$ cat src/rtl/neighbor_counter.sv
// Minesweeper neighbour counter: captures an 8x8 bomb map on start and scans it one cell per clock,
// producing per-cell adjacent-bomb counts and the total bomb count (64 scan cycles, done in cycle 65).
module neighbor_counter #(
  parameter int ROWS  = 8,
  parameter int COLS  = 8,
  parameter int CNT_W = 4
) (
  input  logic                                  clk,
  input  logic                                  rst,
  input  logic                                  start,
  input  logic [ROWS-1:0][COLS-1:0]             bomb_map,
  output logic                                  busy,
  output logic                                  done,
  output logic                                  valid,
  output logic [ROWS-1:0][COLS-1:0][CNT_W-1:0]  count_map,
  output logic [6:0]                            bomb_total
);

  localparam int IDX_W = 6;
  localparam int RS    = $clog2(ROWS);
  localparam int CS    = $clog2(COLS);
  localparam int PRW   = $clog2(ROWS + 2);
  localparam int PCW   = $clog2(COLS + 2);
  localparam logic [IDX_W-1:0] LAST_IDX = IDX_W'(ROWS * COLS - 1);

  typedef enum logic [1:0] {ST_IDLE, ST_SCAN, ST_DONE} state_t;

  state_t                                state_q, state_d;
  logic [ROWS-1:0][COLS-1:0]             cap_map_q, cap_map_d;
  logic [IDX_W-1:0]                      idx_q, idx_d;
  logic [ROWS-1:0][COLS-1:0][CNT_W-1:0]  count_map_q, count_map_d;
  logic [6:0]                            bomb_total_q, bomb_total_d;
  logic                                  valid_q, valid_d;

  // Zero border around the captured map so the 3x3 window never needs bounds checks.
  logic [ROWS+1:0][COLS+1:0] pad_map;

  for (genvar r = 0; r < ROWS + 2; r++) begin : g_pr
    for (genvar c = 0; c < COLS + 2; c++) begin : g_pc
      if (r == 0 || r == ROWS + 1 || c == 0 || c == COLS + 1) begin : g_edge
        assign pad_map[r][c] = 1'b0;
      end else begin : g_in
        assign pad_map[r][c] = cap_map_q[r-1][c-1];
      end
    end
  end

  logic [RS-1:0]    row;
  logic [CS-1:0]    col;
  logic [PRW-1:0]   pr0, pr1, pr2;
  logic [PCW-1:0]   pc0, pc1, pc2;
  logic [CNT_W-1:0] nbr_cnt;

  always_comb begin
    row = RS'(idx_q / IDX_W'(COLS));
    col = CS'(idx_q % IDX_W'(COLS));
    pr0 = PRW'(row);
    pr1 = pr0 + PRW'(1);
    pr2 = pr0 + PRW'(2);
    pc0 = PCW'(col);
    pc1 = pc0 + PCW'(1);
    pc2 = pc0 + PCW'(2);
    // Centre (pr1, pc1) is the cell itself and is left out.
    nbr_cnt = CNT_W'(pad_map[pr0][pc0]) + CNT_W'(pad_map[pr0][pc1]) + CNT_W'(pad_map[pr0][pc2])
            + CNT_W'(pad_map[pr1][pc0])                               + CNT_W'(pad_map[pr1][pc2])
            + CNT_W'(pad_map[pr2][pc0]) + CNT_W'(pad_map[pr2][pc1]) + CNT_W'(pad_map[pr2][pc2]);
  end

  always_comb begin
    state_d      = state_q;
    cap_map_d    = cap_map_q;
    idx_d        = idx_q;
    count_map_d  = count_map_q;
    bomb_total_d = bomb_total_q;
    valid_d      = valid_q;
    case (state_q)
      ST_IDLE: begin
        if (start) begin
          cap_map_d    = bomb_map;
          idx_d        = '0;
          count_map_d  = '0;
          bomb_total_d = '0;
          valid_d      = 1'b0;
          state_d      = ST_SCAN;
        end
      end
      ST_SCAN: begin
        count_map_d[row][col] = nbr_cnt;
        bomb_total_d          = bomb_total_q + 7'(cap_map_q[row][col]);
        idx_d                 = idx_q + IDX_W'(1);
        if (idx_q == LAST_IDX) begin
          // Raise valid on entry to DONE so it is visible alongside the done pulse.
          valid_d = 1'b1;
          state_d = ST_DONE;
        end
      end
      ST_DONE: state_d = ST_IDLE;
      default: state_d = ST_IDLE;
    endcase
  end

  always_ff @(posedge clk) begin
    if (rst) begin
      state_q      <= ST_IDLE;
      cap_map_q    <= '0;
      idx_q        <= '0;
      count_map_q  <= '0;
      bomb_total_q <= '0;
      valid_q      <= 1'b0;
    end else begin
      state_q      <= state_d;
      cap_map_q    <= cap_map_d;
      idx_q        <= idx_d;
      count_map_q  <= count_map_d;
      bomb_total_q <= bomb_total_d;
      valid_q      <= valid_d;
    end
  end

  assign busy       = (state_q == ST_SCAN);
  assign done       = (state_q == ST_DONE);
  assign valid      = valid_q;
  assign count_map  = count_map_q;
  assign bomb_total = bomb_total_q;

endmodule

$ cat config.mk
export PLATFORM = sky130hd
export DESIGN_NAME = neighbor_counter
export DESIGN_NICKNAME = d
export VERILOG_FILES = /design/src/rtl/neighbor_counter.sv
export SDC_FILE = /design/constraint.sdc
export NUM_CORES = 1
export LEC_CHECK = 0
export ABC_AREA = 1
export CORE_ASPECT_RATIO = 0.7
export CORE_UTILIZATION = 37
export DETAILED_ROUTE_END_ITERATION = 16
export PLACE_DENSITY = 0.68
export RECOVER_POWER = 50
export SETUP_SLACK_MARGIN = 0.05
export SYNTH_ARGS = -nofsm -noshare
export SYNTH_HDL_FRONTEND = slang
export SYNTH_SLANG_ARGS = --single-unit
export TNS_END_PERCENT = 1
$ cat constraint.sdc
create_clock -name clk -period 6.2 [get_ports clk]
set_clock_uncertainty 0.1 [all_clocks]
set_input_delay 1.24 -clock clk [delete_from_list [all_inputs] [get_ports clk]]
set_output_delay 1.24 -clock clk [all_outputs]
set_load 0.01 [all_outputs]
==> results.py, run 1 <==
metrics = {
    "global_routing": {
        "overflow": 0,
        "grt_max_degree": 245,
        "track_usage_pct": 26.36,
        "grt_pass1_wl_mm": 87.23,
        "antenna_found_initial": 0,
        "grt_pass1_vias": 15240,
    },
    "yosys": {
        "synth.distinct_cells": 32,
        "synthCells": 2229,
        "synth_area_leaders": "dfxtp_1, nand2_1, a21oi_1, nand3_1, nor2_1",
        "postSynthAreaPerCell_um2": 6.862,
        "synth_most_common_cell": "nand2_1",
        "netlist.area_leader.share_pct": 43.98,
        "yosysTopAreaCell": "dfxtp_1",
        "synthTopCellsByCount": "nand2_1, a21oi_1, dfxtp_1",
        "synth_flop_cell": "dfxtp_1",
        "ys_ff_latch": 336,
        "async_flop_share_pct": 0,
        "ys_seq_area_share_pct": 43.98,
        "synth_edf_count": 0,
        "synth_nets": 2315,
        "synthesis.area_um2": 15290,
        "ys_warn_count": 0,
    },
    "finish": {
        "diodes": 0,
        "nets": 2572,
        "drive_gt1_share_pct": 5.137,
        "final_cell_area_um2": 20180,
        "fin_cells": 3046,
        "syn_to_final_growth_pct": 31.91,
        "final_util_pct": 50.16,
    },
    "detailed_routing": {
        "routed_wl_mm": 56.95,
        "drc": 0,
        "drtIter0Drc": 1610,
        "wire_per_inst_um": 18.70,
        "drt_pass1_iterations": 7,
        "via_per_inst": 5.344,
        "ant_nets": 0,
        "dr_total_vias": 16277,
    },
    "sta": {
        "setup_violations": 0,
        "rsz0062_at_grt": "no",
        "drv_slew": 118,
        "fmax_mhz": 177.8,
        "period_needed_ns": 5.625,
        "period_share_pct": 90.72,
        "relSlewSlack_pct": -125.3,
        "tightest_slew_ns": 3.379,
        "finalSetupTns_ns": 0,
        "finalHoldViolCount": 0,
    },
    "status": {
        "violations": "max-capacitance violations, max-slew violations",
        "outcome": "complete, but fails checks",
    },
    "power_and_ir_drop": {
        "ir_drop_mv": 0.2058,
        "pwr-share-clk_pct": 44.9,
        "seqPwrFrac_pct": 44.6,
        "p_comb_share_pct": 10.5,
        "p_int_mw": 3.701,
        "switchingPower_mw": 1.318,
        "p_leak_nw": 8.021,
        "switching_share_pct": 26.25,
        "total_power_mw": 5.019,
        "power.density_nw_per_um2": 248.8,
    },
    "critical_path": {
        "critPathMaxStageDelay_ns": 0.53,
        "cpMostUsedCell": "nand2_1",
        "worstPathRequired_ns": 6.47,
        "path_cells": "buf_12 > nand2_1 > nor2_2 > nand2_1 > nand3_1 > nand3_1 > nand2_1 > nand2_1 > nand3_1 > nand2_1 > fa_1 > inv_1 > fa_1 > fa_1 > ha_1 > inv_1 > fa_1 > xor2_1 > clkinv_1 > nand3_1 > a21oi_1",
        "critPathLaunchType": "flip-flop",
        "ff2ff_path_depth": 21,
        "cp.depth": 21,
        "cp_top_family": "adder cells",
        "path_buf_inv": 4,
        "r2r-start": "idx_q[3]",
        "worstPathMaxFanout": 79,
        "reg2reg_slack_ns": 0.58,
        "startpoint": "idx_q[3]",
        "cp_data_arrival_time_ns": 5.89,
        "endpoint_kind": "flip-flop",
        "crit_type": "reg2reg",
        "crit_path_top_delay_cell": "fa_1",
        "reg2reg_to": "count_map[14]",
    },
    "placed_design": {
        "dp_hpwl_mm": 38.93,
        "io_buffer_count": 332,
        "place_area_um2": 18970,
        "gp_congestion": 0.9670,
        "dp_cells": 2984,
    },
    "clocking": {
        "numCtsBuffers": 35,
        "post_cts_resized": 0,
        "tritoncts": "built",
        "post_cts_buffers": 0,
        "htree_levels": 2,
        "cts_sinks": 336,
        "clk_latency_ns": 0.53,
        "clk_pin_slew_ns": 0.06,
        "holdBufCountCts": 0,
        "clockBufferDepth": 3,
        "cts_root_buffer": "clkbuf_16",
    },
    "floorplan": {
        "die_h_um": 172.1,
        "io_pins": 333,
        "die-area_um2": 42170,
        "fp.dieW_um": 245.0,
        "core-area_um2": 40220,
        "start_util_pct": 38.03,
        "rows": 61,
    },
    "worst_hold_path": {
        "hold_depth": 2,
        "hold_class": "reg2reg",
        "holdCritStartpoint": "count_map[8]",
        "min_to": "count_map[8]",
    },
    "run": {
        "drv_cap": 2,
    },
}
[power groups by stage]
stage	Sequential, mW	Clock, mW	Combinational, mW
final	2.24	2.25	0.527
after global routing	2.24	2.37	0.581
after detailed placement	2.29	0	0.522
after global placement	2.29	0	0.514
after floorplan	2.27	0	0.332
after CTS	2.24	2.28	0.524
[final cells by class]
| type | count | area (um2) |
|---|---|---|
| clock inverter | 13 | 183.9 |
| fill | 3887 | 20050 |
| tap | 535 | 669.4 |
| inverter | 62 | 237.7 |
| multi-input combinational | 1691 | 7671 |
| sequential | 336 | 6728 |
| timing repair buffer | 360 | 3646 |
| clock buffer | 49 | 1040 |
[worst reg2reg max path, stage by stage (launching register included)]
cell and delay, ns:
dfxtp_2 0.46, buf_12 0.33, nand2_1 0.25, nor2_2 0.40
nand2_1 0.14, nand3_1 0.11, nand3_1 0.08, nand2_1 0.13
nand2_1 0.06, nand3_1 0.09, nand2_1 0.09, fa_1 0.53
inv_1 0.05, fa_1 0.44, fa_1 0.49, ha_1 0.17
inv_1 0.07, fa_1 0.43, xor2_1 0.31, clkinv_1 0.44
nand3_1 0.20, a21oi_1 0.08
[layout by cell type, fill, tap and decap left out, types with 3 or more instances in the layout]
master and instances:
o211ai_1 18, a21oi_2 21, nor2_4 4, dlygate4sd3_1 265
inv_1 55, clkinv_2 6, bufinv_16 4, nor2_2 5
nor2_1 197, a21oi_1 341, clkbuf_1 5, nand2_4 4
clkbuf_8 10, buf_4 18, nand3_1 201, buf_12 9
o21ai_0 91, nand4_1 10, nand2_1 758, clkbuf_16 36
ha_1 15, nand2_2 3, o21ai_1 7, inv_2 3
fa_1 4, clkdlybuf4s50_1 66, dfxtp_1 335
[sequential cells by signal, indices dropped and copies added (netlist names)]
register	count
cap_map_q	64
count_map	256
valid	1
idx_q	6
state_q	2
bomb_total	7
[through the flow]
stage	setup slack, ns	hold WS, ns
floorplan	1.513	0.3390
global placement	0.6234	0.3489
detailed placement	0.5246	0.3505
CTS	0.4982	0.3600
global route	0.1373	0.3732
finish	0.5754	0.3558
[per-layer routing]
layer | vias up | global-route usage [%] | wire length [um]
li1 | 7851 | - | -
met1 | 7657 | 37.63 | 26500
met2 | 670 | 39.71 | 24290
met3 | 99 | 5.355 | 4729
met4 | 0 | 7.962 | 1434
met5 | - | 0 | 0
[worst max-delay path by stage]
stage,to
finish,count_map[14]
global route,count_map[14]
CTS,count_map[2]
detailed placement,count_map[2]
global placement,count_map[158]
floorplan,count_map[25]
[cells by family after synthesis]
| kind of cell | synth area share [%] |
|---|---|
| buffers and inverters | 5.784 |
| XOR/XNOR | 0.1718 |
| AND/OR/NAND/NOR | 31.46 |
| adder cells (fa/ha/maj) | 1.751 |
| flip-flops | 43.98 |
| AO/OA/AOI/OAI | 16.85 |
No activity file was read; power rests on OpenSTA's default activity.
==> inputs of run 2 (changes only) <==
- CAP_MARGIN: unset -> 10
- GPL_TIMING_DRIVEN: unset -> 0
==> run 2 against run 1 <==
Against the previous run: the run now ends clean; power is 1.7% lower; non-clock buffer count is 113 higher; hold slack better by 0.0038 ns; cell area is 1.4% higher; die area stayed put; sequential share of layout area is 0.46 points lower; setup slack worse by 0.27 ns; sequential cell count stayed put; sequential power hardly changed; critical path type unchanged; largest cell class unchanged.
==> results.py, run 2 (synthesis results as in run 1) <==
metrics = {
    "detailed_routing": {
        "drt_pass1_iterations": 5,
        "ant_nets": 0,
        "routed_wl_mm": 67.48,
        "drtIter0Drc": 1705,
        "dr_total_vias": 17316,
        "via_per_inst": 5.485,
        "drc": 0,
        "wire_per_inst_um": 21.38,
    },
    "sta": {
        "drv_slew": 0,
        "period_needed_ns": 5.896,
        "tightest_slew_ns": 1.176,
        "relSlewSlack_pct": 21.62,
        "hold_ws_ns": 0.3596,
        "rsz0062_at_grt": "no",
        "setup_violations": 0,
        "fmax_mhz": 169.6,
        "finalHoldViolCount": 0,
        "period_share_pct": 95.10,
        "fin_ws_ns": 0.3037,
        "finalSetupTns_ns": 0,
    },
    "global_routing": {
        "grt_pass1_vias": 16145,
        "overflow": 0,
        "grt_pass1_wl_mm": 98.88,
        "grt_max_degree": 15,
        "antenna_found_initial": 1,
        "track_usage_pct": 31.24,
    },
    "clocking": {
        "htree_levels": 2,
        "clk_latency_ns": 0.54,
        "clk_pin_slew_ns": 0.07,
        "clockBufferDepth": 3,
        "numCtsBuffers": 35,
        "cts_root_buffer": "clkbuf_16",
        "cts_sinks": 336,
        "tritoncts": "built",
    },
    "critical_path": {
        "ff2ff_path_depth": 26,
        "reg2reg_to": "count_map[174]",
        "worstPathRequired_ns": 6.56,
        "cp_data_arrival_time_ns": 6.25,
        "endpoint_kind": "flip-flop",
        "reg2reg_slack_ns": 0.30,
        "critPathLaunchType": "flip-flop",
        "crit_type": "reg2reg",
        "worstPathMaxFanout": 11,
        "r2r-start": "idx_q[5]",
    },
    "finish": {
        "syn_to_final_growth_pct": 33.78,
        "final_cell_mix": "nand2_1, a21oi_1, dfxtp_1",
        "largest_reg_flops": 256,
        "nets": 2685,
        "final_util_pct": 50.87,
        "layout_commonest_cell": "nand2_1",
        "drive_gt1_share_pct": 6.026,
        "diodes": 0,
    },
    "placed_design": {
        "gp_congestion": 0.9699,
        "dp_hpwl_mm": 51.35,
        "io_buffer_count": 331,
        "dp_worst_setup_slack_ns": -0.1428,
    },
    "floorplan": {
        "fp.dieW_um": 245.0,
        "io_pins": 333,
        "die-area_um2": 42170,
        "core-area_um2": 40220,
        "die_h_um": 172.1,
        "rows": 61,
        "start_util_pct": 38.03,
    },
    "power_and_ir_drop": {
        "power.density_nw_per_um2": 241.1,
        "ir_drop_mv": 0.2107,
        "p_leak_nw": 8.178,
        "total_power_mw": 4.933,
    },
    "worst_hold_path": {
        "hold_class": "reg2reg",
        "hold_depth": 2,
        "holdCritStartpoint": "count_map[50]",
        "min_to": "count_map[50]",
    },
    "status": {
        "outcome": "finished clean",
    },
    "run": {
        "drv_cap": 0,
    },
}
==> run 2: changes by cell type in the layout (fill, tap and decap cells not counted), sizes merged <==
cell / delta
clkbuf: +85
buf: +28
bufinv: -2
==> run 2: worst max-delay path by stage <==
stage,start,cells after the start,end,slack (ns)
floorplan,idx_q[4],25,count_map[25],1.51
global placement,idx_q[4],25,count_map[169],-0.10
detailed placement,idx_q[4],25,count_map[153],-0.14
CTS,idx_q[4],25,count_map[174],0.11
global route,idx_q[4],27,count_map[174],0.08
finish,idx_q[5],26,count_map[174],0.30
==> run 2: timing repair <==
item                                    4_1_cts  5_1_grt
buffers inserted                              0        2
endpoints found under the setup margin       95      125
hold buffers                                  0        0
gates resized for setup                       3       21
pin swaps                                     0        3
cloned                                        0        0
==> run 2: final cells by class <==
type / instances / area, um2
Buffer: 140 / 671.9
Clock buffer: 49 / 1008
Clock inverter: 11 / 131.4
Fill cell: 3922 / 19760
Inverter: 62 / 232.7
Multi-Input combinational cell: 1691 / 7691
Sequential cell: 336 / 6728
Tap cell: 535 / 669.4
Timing Repair Buffer: 333 / 3328
==> run 2: layer usage <==
layer | track usage, % | up-vias | share of wire (%)
met5 | 0 | - | 0.018
met4 | 9.810 | 2 | 3.1
met3 | 7.372 | 116 | 11
met2 | 44.32 | 946 | 40
met1 | 45.95 | 8174 | 46
li1 | - | 8078 | -
==> run 2: where the power goes <==
group | switching (mW) | total, mW | internal, mW
combinational | 0.406 | 0.567 | 0.160
sequential | 0.0478 | 2.25 | 2.20
clock | 0.898 | 2.12 | 1.22
==> run 2: through the flow <==
| stage | cell area (um2) | cells |
|---|---|---|
| global route | 20460 | 3157 |
| CTS | 20420 | 3155 |
| global placement | 19280 | 3095 |
| floorplan | 15290 | 2229 |
| detailed placement | 19280 | 3095 |
| finish | 20460 | 3157 |
==> run 2: critical path, cell delays in order, from the launching register on <==
cell	delay (ns)
dfxtp_1	0.35
buf_6	0.16
inv_1	0.24
buf_2	0.40
ha_1	0.30
buf_2	0.27
nor2_4	0.34
o21ai_0	0.15
inv_1	0.07
nand2_1	0.06
nand3_1	0.17
nor2_1	0.09
nand2_1	0.10
nand2_1	0.05
a21oi_1	0.14
a21oi_1	0.08
fa_1	0.52
fa_1	0.51
ha_1	0.16
inv_1	0.06
fa_1	0.46
xor2_2	0.22
nor2_4	0.12
buf_4	0.17
clkbuf_4	0.27
nand2_1	0.08
a21oi_1	0.17
==> inputs of run 3 (changes only) <==
- SKIP_LAST_GASP: unset -> 1
==> run 3 against run 2 <==
Against the previous run: maximum frequency down 1.1%; via count up 0.10%; sequential share of layout area about the same; non-clock buffer count down 1; utilization down 0.065 points; largest power group unchanged; critical path depth down 3; combinational power about the same; global-route usage unchanged; cell count about the same; power about the same; die area unchanged; clock power about the same.
==> results.py, run 3 (synthesis results as in run 1) <==
metrics = {
    "critical_path": {
        "worstPathMaxFanout": 11,
        "startpoint": "idx_q[5]",
        "cp_data_arrival_time_ns": 6.32,
        "crit_path_top_delay_cell": "fa_1",
        "endpoint_kind": "flip-flop",
        "critPathMaxStageDelay_ns": 0.52,
        "path_cells": "buf_6 > inv_1 > buf_2 > ha_1 > buf_2 > inv_1 > nand3_1 > nand2_1 > nand2_1 > nor2_1 > nand2_1 > nand2_1 > nand2_1 > a21oi_1 > fa_1 > fa_1 > ha_1 > inv_1 > fa_1 > nor2_4 > clkbuf_2 > nand2_1 > a21oi_1",
        "worstPathRequired_ns": 6.55,
        "r2r-start": "idx_q[5]",
        "crit_type": "reg2reg",
        "critPathLaunchType": "flip-flop",
        "cpMostUsedCell": "nand2_1",
    },
    "global_routing": {
        "antenna_found_initial": 1,
        "grt_pass1_vias": 16145,
        "track_usage_pct": 31.24,
        "grt_pass1_wl_mm": 98.86,
        "overflow": 0,
        "grt_max_degree": 15,
    },
    "clocking": {
        "numCtsBuffers": 35,
        "clk_latency_ns": 0.54,
        "htree_levels": 2,
        "cts_sinks": 336,
        "clockBufferDepth": 3,
        "tritoncts": "built",
        "cts_root_buffer": "clkbuf_16",
        "clk_pin_slew_ns": 0.07,
    },
    "sta": {
        "rsz0062_at_grt": "yes",
        "fin_ws_ns": 0.2366,
        "tightest_slew_ns": 1.178,
        "setup_violations": 0,
        "finalHoldViolCount": 0,
        "drv_slew": 0,
        "fmax_mhz": 167.7,
        "period_share_pct": 96.18,
        "period_needed_ns": 5.963,
        "relSlewSlack_pct": 21.50,
    },
    "finish": {
        "syn_to_final_growth_pct": 33.61,
        "final_cell_mix": "nand2_1, a21oi_1, dfxtp_1",
        "nets": 2684,
        "final_cell_area_um2": 20430,
        "multiInputGateArea_um2": 7684,
        "drive_gt1_share_pct": 5.876,
        "seqCellArea_um2": 6726,
        "largest_reg_flops": 256,
        "diodes": 0,
        "layout_commonest_cell": "nand2_1",
        "fillers": 3926,
    },
    "power_and_ir_drop": {
        "ir_drop_mv": 0.2099,
        "p_leak_nw": 8.173,
        "total_power_mw": 4.932,
        "power.density_nw_per_um2": 241.4,
    },
    "detailed_routing": {
        "drt_pass1_iterations": 6,
        "drc": 0,
        "routed_wl_mm": 67.50,
        "ant_nets": 0,
        "drtIter0Drc": 1808,
        "wire_per_inst_um": 21.39,
        "via_per_inst": 5.492,
        "dr_total_vias": 17334,
    },
    "placed_design": {
        "dp_worst_setup_slack_ns": -0.1428,
        "place_area_um2": 19280,
        "io_buffer_count": 331,
        "gp_congestion": 0.9699,
        "dp_hpwl_mm": 51.35,
    },
    "floorplan": {
        "io_pins": 333,
        "die_h_um": 172.1,
        "die-area_um2": 42170,
        "core-area_um2": 40220,
        "rows": 61,
        "start_util_pct": 38.03,
        "fp.dieW_um": 245.0,
    },
    "worst_hold_path": {
        "holdCritStartpoint": "count_map[105]",
        "hold_class": "reg2reg",
    },
    "run": {
        "drv_cap": 0,
    },
    "status": {
        "outcome": "finished clean",
    },
}
[run 3: routing by layer]
layer / routed length (um) / track usage, % / up-vias
li1: - / - / 8077
met3: 7190 / 7.434 / 123
met4: 2144 / 9.810 / 2
met5: 12 / 0 / -
met2: 27080 / 44.32 / 933
met1: 31070 / 45.91 / 8199
[run 3: area by class of cell]
| cell class | count | area share [%] |
|---|---|---|
| buffer | 139 | 3.202 |
| clock inverter | 11 | 0.6429 |
| multi-input combinational | 1691 | 37.60 |
| inverter | 62 | 1.139 |
| timing repair buffer | 333 | 16.29 |
| tap | 535 | 3.276 |
| clock buffer | 49 | 4.935 |
| sequential | 336 | 32.92 |
[run 3: stage by stage]
| step | cells | TNS [ns] | utilization, % | hold WS, ns |
|---|---|---|---|---|
| finish | 3156 | 0 | 50.80 | 0.3585 |
| CTS | 3155 | -0.8346 | 50.76 | 0.3623 |
| global placement | 3095 | -0.8792 | 47.93 | 0.3468 |
| detailed placement | 3095 | -1.043 | 47.93 | 0.3528 |
| floorplan | 2229 | 0 | - | 0.3390 |
| global route | 3156 | -0.01280 | 50.80 | 0.3728 |
[run 3: final timing paths]
path	end	slack [ns]	cells past startpoint
worst min register to register	count_map[105]	0.36	2
worst max-delay path	count_map[153]	0.24	23
worst max register to register	count_map[153]	0.24	23
worst min-delay path	count_map[105]	0.36	2
[run 3: worst max-delay path: cells and delay by family, from the launching register on]
kind            cells  cell delay (ns)
simple gates        9             1.27
buf+inv             7             1.79
fa+ha+maj           5             1.94
compound gates      2             0.42
flops               1             0.34
[run 3: timing repair]
| action | CTS | global route |
|---|---|---|
| hold endpoints to repair | 0 | 0 |
| setup buffers | 0 | 2 |
| hold buffers | 0 | 0 |
| setup endpoints to repair | 95 | 224 |
| gates resized for setup | 1 | 15 |
| pin swaps | 0 | 2 |
[run 3: power by group]
group	switching, mW	internal, mW	total, mW
clock	0.897	1.22	2.12
combinational	0.407	0.160	0.566
sequential	0.0483	2.20	2.25
total	1.35	3.58	4.93
